## src/rtl/i3c_sdr_pkg.sv

```systemverilog
// Shared constants, state encoding and parity helper for the I3C SDR header decoder.
package i3c_sdr_pkg;

    localparam logic [6:0] BCAST_ADDR = 7'h7E;
    localparam int         HDR_BITS   = 8;
    localparam int         CCC_BITS   = 9;

    typedef enum logic [2:0] {
        ST_IDLE,
        ST_ADDR,
        ST_ACK,
        ST_NACK,
        ST_CCC,
        ST_DONE
    } state_e;

    // The T-bit of a CCC byte makes the 9-bit total odd.
    function automatic logic odd_parity_bit(input logic [7:0] data);
        return ~^data;
    endfunction

endpackage

```

## src/rtl/i3c_sdr_shift_rx.sv

```systemverilog
// 9-bit MSB-first receive shift register with a 4-bit bit counter; clear wins over shift.
module i3c_sdr_shift_rx
    import i3c_sdr_pkg::*;
(
    input  logic                clk,
    input  logic                rst_n,
    input  logic                clear_i,
    input  logic                shift_i,
    input  logic                bit_i,
    output logic [CCC_BITS-1:0] data_o,
    output logic [3:0]          cnt_o
);

    logic [CCC_BITS-1:0] data_q;
    logic [3:0]          cnt_q;

    // NOTE: sequential state uses non-blocking assignments so every flop sees pre-edge values.
    always_ff @(posedge clk or negedge rst_n) begin
        if (!rst_n) begin
            data_q <= '0;
            cnt_q  <= '0;
        end else if (clear_i) begin
            data_q <= '0;
            cnt_q  <= '0;
        end else if (shift_i) begin
            data_q <= {data_q[CCC_BITS-2:0], bit_i};
            cnt_q  <= cnt_q + 4'd1;
        end
    end

    assign data_o = data_q;
    assign cnt_o  = cnt_q;

endmodule

```

## src/rtl/i3c_sdr_hdr_decoder.sv

```systemverilog
// I3C SDR header decoder: address/RW match, open-drain ACK, CCC capture.
// Optional CCC T-bit check enabled by defining I3C_CCC_PARITY_CHECK_EN.
module i3c_sdr_hdr_decoder #(
    parameter int         NUM_TGT    = 1,
    parameter logic [6:0] BCAST_ADDR = i3c_sdr_pkg::BCAST_ADDR
) (
    input  logic                 clk,
    input  logic                 rst_n,
    input  logic                 scl_rising,
    input  logic                 scl_falling,
    input  logic                 sda_in,
    input  logic                 start_detected,
    input  logic                 stop_detected,
    input  logic [7*NUM_TGT-1:0] dyn_addr,
    input  logic [NUM_TGT-1:0]   dyn_addr_vld,
    output logic                 sda_oe,
    output logic                 sda_out,
    output logic                 hdr_private,
    output logic                 hdr_rw,
    output logic [1:0]           hdr_tgt,
    output logic                 ccc_valid,
    output logic [7:0]           ccc_code,
    output logic                 parity_err,
    output logic                 busy
);
    import i3c_sdr_pkg::*;

    state_e              state_q;
    logic                sda_oe_q, ack_ccc_q, fall_seen_q;
    logic                hdr_private_q, hdr_rw_q, ccc_valid_q;
    logic [1:0]          hdr_tgt_q;
    logic [7:0]          ccc_code_q;
    logic [CCC_BITS-1:0] sh_data;
    logic [3:0]          sh_cnt;
    logic                go_idle, go_addr, hdr_done, ccc_done, ack_release, nack_leave;
    logic                shift_en, shift_clr, slot_hit, parity_ok;
    logic [1:0]          slot_idx;
    logic [6:0]          hdr_addr;
    logic [7:0]          ccc_byte;

    assign go_idle     = stop_detected;
    assign go_addr     = start_detected & ~stop_detected;
    // Bytes resolve one clock after their last SCL rising, once the shifter holds them whole.
    assign hdr_done    = (state_q == ST_ADDR) && (sh_cnt == 4'(HDR_BITS)) && !go_idle && !go_addr;
    assign ccc_done    = (state_q == ST_CCC) && (sh_cnt == 4'(CCC_BITS)) && !go_idle && !go_addr;
    assign ack_release = (state_q == ST_ACK) && scl_falling && sda_oe_q && !go_idle && !go_addr;
    assign nack_leave  = (state_q == ST_NACK) && scl_falling && fall_seen_q && !go_idle && !go_addr;
    assign shift_en    = scl_rising &&
                         (((state_q == ST_ADDR) && (sh_cnt < 4'(HDR_BITS))) ||
                          ((state_q == ST_CCC)  && (sh_cnt < 4'(CCC_BITS))));
    assign shift_clr   = go_idle | go_addr | hdr_done | ccc_done | ack_release | nack_leave;
    assign hdr_addr    = sh_data[7:1];
    assign ccc_byte    = sh_data[8:1];

    i3c_sdr_shift_rx u_shift_rx (
        .clk     (clk),
        .rst_n   (rst_n),
        .clear_i (shift_clr),
        .shift_i (shift_en),
        .bit_i   (sda_in),
        .data_o  (sh_data),
        .cnt_o   (sh_cnt)
    );

    // NOTE: every always_comb output gets a default first, so no path can infer a latch.
    always_comb begin
        slot_hit = 1'b0;
        slot_idx = 2'd0;
        for (int i = NUM_TGT - 1; i >= 0; i--) begin
            if (dyn_addr_vld[i] && (dyn_addr[7*i +: 7] == hdr_addr)) begin
                slot_hit = 1'b1;
                slot_idx = 2'(i);
            end
        end
    end

`ifdef I3C_CCC_PARITY_CHECK_EN
    logic parity_err_q;
    assign parity_ok  = (sh_data[0] == odd_parity_bit(ccc_byte));
    assign parity_err = parity_err_q;
`else
    assign parity_ok  = 1'b1;
    assign parity_err = 1'b0;
`endif

    always_ff @(posedge clk or negedge rst_n) begin
        if (!rst_n) begin
            state_q       <= ST_IDLE;
            sda_oe_q      <= 1'b0;
            ack_ccc_q     <= 1'b0;
            fall_seen_q   <= 1'b0;
            hdr_private_q <= 1'b0;
            hdr_rw_q      <= 1'b0;
            hdr_tgt_q     <= 2'd0;
            ccc_valid_q   <= 1'b0;
            ccc_code_q    <= 8'd0;
`ifdef I3C_CCC_PARITY_CHECK_EN
            parity_err_q  <= 1'b0;
`endif
        end else begin
            hdr_private_q <= 1'b0;
            ccc_valid_q   <= 1'b0;
`ifdef I3C_CCC_PARITY_CHECK_EN
            parity_err_q  <= 1'b0;
`endif
            if (go_idle) begin
                state_q  <= ST_IDLE;
                sda_oe_q <= 1'b0;
            end else if (go_addr) begin
                state_q  <= ST_ADDR;
                sda_oe_q <= 1'b0;
            end else begin
                case (state_q)
                    ST_ADDR: begin
                        if (hdr_done) begin
                            fall_seen_q <= 1'b0;
                            if (hdr_addr == BCAST_ADDR) begin
                                state_q   <= sh_data[0] ? ST_NACK : ST_ACK;
                                ack_ccc_q <= 1'b1;
                            end else if (slot_hit) begin
                                state_q   <= ST_ACK;
                                ack_ccc_q <= 1'b0;
                                hdr_rw_q  <= sh_data[0];
                                hdr_tgt_q <= slot_idx;
                            end else begin
                                state_q <= ST_NACK;
                            end
                        end
                    end
                    ST_ACK: begin
                        if (scl_falling) begin
                            sda_oe_q <= ~sda_oe_q;
                            if (sda_oe_q) begin
                                state_q       <= ack_ccc_q ? ST_CCC : ST_DONE;
                                hdr_private_q <= ~ack_ccc_q;
                            end
                        end
                    end
                    ST_NACK: begin
                        if (scl_falling) begin
                            fall_seen_q <= 1'b1;
                            if (fall_seen_q) state_q <= ST_DONE;
                        end
                    end
                    ST_CCC: begin
                        if (ccc_done) begin
                            state_q <= ST_DONE;
                            if (parity_ok) begin
                                ccc_valid_q <= 1'b1;
                                ccc_code_q  <= ccc_byte;
                            end
`ifdef I3C_CCC_PARITY_CHECK_EN
                            else begin
                                parity_err_q <= 1'b1;
                            end
`endif
                        end
                    end
                    ST_IDLE, ST_DONE: begin
                    end
                    default: state_q <= ST_IDLE;
                endcase
            end
        end
    end

    assign sda_oe      = sda_oe_q;
    assign sda_out     = 1'b0;
    assign hdr_private = hdr_private_q;
    assign hdr_rw      = hdr_rw_q;
    assign hdr_tgt     = hdr_tgt_q;
    assign ccc_valid   = ccc_valid_q;
    assign ccc_code    = ccc_code_q;
    assign busy        = (state_q != ST_IDLE);

endmodule

```

## config.mk

```make
export PLATFORM = sky130hd
export DESIGN_NAME = i3c_sdr_hdr_decoder
export DESIGN_NICKNAME = d
export VERILOG_FILES = /design/src/rtl/i3c_sdr_pkg.sv /design/src/rtl/i3c_sdr_shift_rx.sv /design/src/rtl/i3c_sdr_hdr_decoder.sv
export SDC_FILE = /design/constraint.sdc
export NUM_CORES = 1
export LEC_CHECK = 0
export BUFFER_PORTS_ARGS = -buffer_cell sky130_fd_sc_hd__buf_2
export CAP_MARGIN = 25
export CORE_MARGIN = 4
export CORE_UTILIZATION = 49
export CTS_CLUSTER_SIZE = 10
export DETAILED_ROUTE_END_ITERATION = 6
export PLACE_DENSITY = 0.75
export SLEW_MARGIN = 20
export SYNTH_ARGS = -nofsm -noshare
export SYNTH_HDL_FRONTEND = slang
export SYNTH_SLANG_ARGS = --single-unit
```

## constraint.sdc

```tcl
create_clock -name clk -period 1.8 [get_ports clk]
set_input_delay 0.18 -clock clk [delete_from_list [all_inputs] [get_ports clk]]
set_output_delay 0.18 -clock clk [all_outputs]
set_load 0.02 [all_outputs]
```

-- After elaboration in Yosys (flattened, before gate mapping)
Index checks and enable logic that the tools add are counted.
- add/subtract/negate cells: 1
- bitwise logic cells: 11
- $lt $le $gt $ge: 2
- equality and inequality tests: 18
- reductions and logical operators: 35
- multiply operators: 0
- divide/modulo/power cells: 0
- shift operators: 0
- mux-type cells: 36
- operators with widths (operator ; number):
    3-bit 2-to-1 mux ; 8
    4-bit != test, second input constant ; 6
    1-bit 2-to-1 mux ; 22
    1-bit logical AND ; 18
    9-bit 2-to-1 mux ; 2
    3-bit case mux with 5 select lines ; 1
    5-bit AND reduction ; 2
    3-bit nonzero test ; 3
    4-bit == test, second input constant ; 2
    4-bit less-than comparator, second input constant ; 2
    4-bit 2-to-1 mux ; 2
    7-bit == test ; 1
    7-bit == test, second input constant ; 1
    7-bit AND reduction ; 1
    3-bit by 2-bit == test with 1-bit output, second input constant ; 2
    3-bit == test, second input constant ; 2
    6-bit AND reduction ; 1
    2-bit nonzero test ; 3
    1-bit inverter ; 5
    1-bit OR ; 5
    4-bit by 1-bit adder with 4-bit output, second input constant ; 1
    2-bit != test, second input constant ; 2
    4-bit AND reduction ; 1
    3-bit by 1-bit == test with 1-bit output, second input constant ; 1
    other kinds (8) ; 9
- RAM bits: 0
- memories: 0
- ROM bits: 0
- flip-flop bits (word level): 30
- bits in latches: 0

-- Logic depth before layout (Yosys ltp)
- depth after elaboration: 9
- gate-level depth with buffers: 8

-- Cells and area by module
From an unflattened synthesis, not the netlist that was laid out.
- cells, all modules: 146
- area, all modules: 1606.5 um2
- modules (own cells, without submodules) (module ; cells an instance ; area each (um2) ; times used):
    i3c_sdr_hdr_decoder ; 100 ; 1018.5 ; 1
    i3c_sdr_shift_rx ; 46 ; 588.1 ; 1

-- Worst setup path after synthesis
No wires, ideal clock.
- kind: reg-to-reg
- start point: register u_shift_rx.cnt_q[0], in the netlist u_shift_rx.cnt_o[0]
- end point: register hdr_rw_q, in the netlist hdr_rw
- setup slack: 0.121 ns
- data required time: 1.672 ns
- period minus slack after synthesis: 1.679 ns
- arrival: 1.551 ns
- cell stages (with the launch flop): 8
- cell sequence: dfrtp_1 -> inv_1 -> ha_1 -> and4bb_4 -> nand2b_4 -> nor2_4 -> nor4b_4 -> mux2_1
- cells in the longest elaborated chain, start to end: 5
- RTL lines (element ; RTL line ; RTL):
    start, declared ; i3c_sdr_shift_rx.sv:15 ; logic [3:0] cnt_q;
    start signal, assigned ; i3c_sdr_shift_rx.sv:27 ; cnt_q <= cnt_q + 4'd1;
    4-bit == test ; i3c_sdr_hdr_decoder.sv:44 ; assign hdr_done = (state_q == ST_ADDR) && (sh_cnt == 4'(HDR_BITS)) && !go_idle && !go_addr;
    1-bit logical AND (3 in a row) ; i3c_sdr_hdr_decoder.sv:44 ;
    6-bit AND reduction (no line) ; -- ;
    end signal, assigned ; i3c_sdr_hdr_decoder.sv:123 ; hdr_rw_q <= sh_data[0];
    end, declared ; i3c_sdr_hdr_decoder.sv:30 ; logic hdr_private_q, hdr_rw_q, ccc_valid_q;
Every way passes these cells.
A chain may end at the register's enable or synchronous reset.

-- Worst setup path in the final report
- start point: register u_shift_rx.cnt_q[1], in the netlist u_shift_rx.cnt_o[1]
- end point: register hdr_rw_q, in the netlist hdr_rw
Same word-level chain as after synthesis.

==> results.md <==
- Num rows: 20
- Die height: 65.73 um
- CTS tree: done
- Syn avg cell area: 11.26 sq um
- Slew of the pin with the lowest slew margin: 642.0 ps
- Residual DRC: 0
- Most frequent cells in the layout: dfrtp_1 (30), buf_2 (27), nor2_1 (18), mux2i_1 (10), mux2_4 (9)
- P_sw: 0.0003169 W
- Sequential area share after synthesis: 0.4598
- Gate power share: 0.094
- Core Region: 0.003128 sq mm
- Worst path cell trace: inv_2 > ha_4 > and4bb_4 > nand2b_4 > nor2_4 > nor4b_4 > mux2_4
- EDFF count, synth: 0
- Synth Area in XOR/XNOR: 0.04828
- Fin crit share: 0.9588
- Yosys cell types: 45
- Drt first pass iters: 4
- Synth top area share: 0.4598
- Gpl congestion: 0.7495
- Synth area leader: dfrtp_1
- #FFs+latches synth: 30
- Post-synthesis simple-gate area fraction: 0.1839
- CTS clock-pin slew for the worst setup and hold paths: 100 ps
- Via Count: 1193
- Delay-heaviest family, CP: simple AND/OR/NAND/NOR gates
- Port-buffer cells: 27
- Worst hold slack: 85.36 ps
- GRT met1 Usage: 0.2002
- Clock latency on the worst-skew pair: 340 ps
- Syn Std Cell Area: 0.001633 sq mm
- Ranking of synthesized cells by area: dfrtp_1 (46%), mux2_4 (7.4%), mux2i_1 (6.1%), xnor2_1 (4.3%), nor2_1 (4.1%)
- Max Cap Violations: 0
- Num ports: 32
- Final Hold Fails: 0
- Max incr delay on CP: 410 ps
- Setup violations, final: 0
- Maximum clock rate: 579.4 MHz
- Setup crit end kind: flop
- Pint: 0.0009119 W
- Routed WL: 3472 um
- Number of global-route vias before repair: 1220
- Antenna Cells: 0
- Post-synthesis mux area share: 0.1487
- Worst Path Buf+Inv: 1
- Total power: 0.001229 W
- Post-synthesis async set-or-reset flop share: 1.000
- Mapped Cells: 145
- Slew HR: 0.5720
- Final core occ: 0.6116
- Commonest non-fill, non-tap cell in the layout: dfrtp_1
- Initial antenna violation count: 0
- Clk root buf: clkbuf_4
- VDD IR max: 570.3 uV
- Main combinational cell family by area after synthesis: simple AND/OR/NAND/NOR gates
- Antenna Nets Post-Route: 0
- CTS Buf Count: 5
- Layout cells sized above 1: 0.3500
- Fin area: 0.001913 sq mm
- RSZ-0062 raised after global routing: no
- Hold WC Path Type: input pin to flop
- Largest net degree at the start of global routing: 31
- GRT Total Usage: 0.1821
- Synthesis Warnings: 0
- Ys flop type: dfrtp_1
- Crit path time final: 1726 ps
- WP data required: 2030 ps
- CTS Buffer Depth: 2
- Net Sw Frac: 0.2579
- Slowest-stage cell, CP: dfrtp_1
- Status: complete, no violations
- GRT met2 Usage: 0.3054
- Initial Util: 0.5220
- Clock Skews: 11.86 ps
- Share of power burned in registers: 0.556
- Crit path DAT: 1950 ps
- PD cells: 642.4 mW/mm^2
- Clock sink count: 30
- H-tree depth: 2
- Kind of critical path: flop to flop
- GRT busiest layer: met2
- Vias per cell: 5.326
- Die area: 0.004320 sq mm
- Setup TNS: 0 ps
- Leak Pwr: 0.9437 nW
- CP Launch Type: flop
- Grt ovf: 0
- Area growth from synthesis to layout: 17.16%
- Max FO, Critical Path: 4
- Die W: 65.73 um
- Met3 GRT Util: 0.05641
- Initial DRC count: 51
- # nets final: 197
- First-pass GRT wire length: 5720 um
- Compound-gate portion of the synthesized area: 0.08429
- Post-Synth Adder-Cell Area: 0.02299
- Final Slew Violations: 0
- Clock power share: 0.350
- Post-place instance area: 0.001822 sq mm
- HPWL after detailed placement: 2521 um
- Routed len/inst: 15.50 um
## final timing paths
path,start,endpoint,slack (ps),cells after the start
hold reg to reg,ack_ccc_q,hdr_private,480,1
min in group asynchronous,rst_n,ccc_code[6],390,2
hold / removal,sda_in,u_shift_rx.data_o[0],90,3
max in group asynchronous,rst_n,state_q[1],980,2
setup / recovery,u_shift_rx.cnt_o[1],hdr_rw,70,7
setup reg to reg,u_shift_rx.cnt_o[1],hdr_rw,70,7
## cell usage after synthesis (2+ instances only)
cell / n
nor2_1: 18
nand2_1: 3
dfrtp_1: 30
xnor2_1: 8
a21oi_1: 6
inv_1: 5
o21ai_0: 5
nand4_1: 3
or3_1: 4
nand3_1: 2
buf_2: 2
buf_4: 5
mux2i_1: 10
nand2b_1: 4
mux2_4: 8
ha_1: 3
## metrics by stage
stage	setup slack [ps]	std cells
after CTS	19.84	224
after detailed placement	41.01	215
after global routing	2.389	224
after floorplan	121.1	148
final	74.10	224
after global placement	78.65	215
## sequential cells by signal (all words and copies together), names as in the netlist
signal and flops:
ack_ccc_q 1, ccc_code 8, ccc_valid 1, fall_seen_q 1
hdr_private 1, hdr_rw 1, sda_oe 1, state_q 3
u_shift_rx.cnt_o 4, u_shift_rx.data_o 9
## metal layers
metal | vias up | share of wire
met3 | 10 | 0.051
li1 | 562 | -
met4 | 0 | 0.033
met1 | 586 | 0.42
met5 | - | 0
met2 | 35 | 0.50
## power groups by stage
stage                     Clock, W  Combinational, W  Sequential (W)
after floorplan                  0         0.0000735        0.000693
final                     0.000431          0.000115        0.000683
after detailed placement         0          0.000112        0.000696
after global placement           0          0.000108        0.000696
after global routing      0.000485          0.000128        0.000684
after CTS                 0.000444          0.000115        0.000683
## worst min-delay path: cells and delay by family
kind / cells / cell delay, ps
mux: 1 / 50
buf+inv: 1 / 80
simple gates: 1 / 80
## cell families after synthesis
family          after synthesis
compound gates               21
other cells                   1
buf+inv                      14
simple gates                 47
flops                        30
mux                          20
fa+ha+maj                     3
xor+xnor                      9
## layout make-up
type	instances	area (sq um)
inverters	5	18.77
multi-input cells	104	829.5
fillers	266	1215
flip-flops and latches	30	750.7
clock inverters	2	12.51
repair buffers	33	195.2
well taps	44	55.05
clock buffers	6	51.30
## timing repair
action                                 4_1_cts  5_1_grt
setup buffers                                0        0
setup endpoints to repair                    0       11
endpoints found under the hold margin       30        0
gates resized for setup                      0        6
hold buffers                                 1        0
No activity file was read; power rests on OpenSTA's default activity.
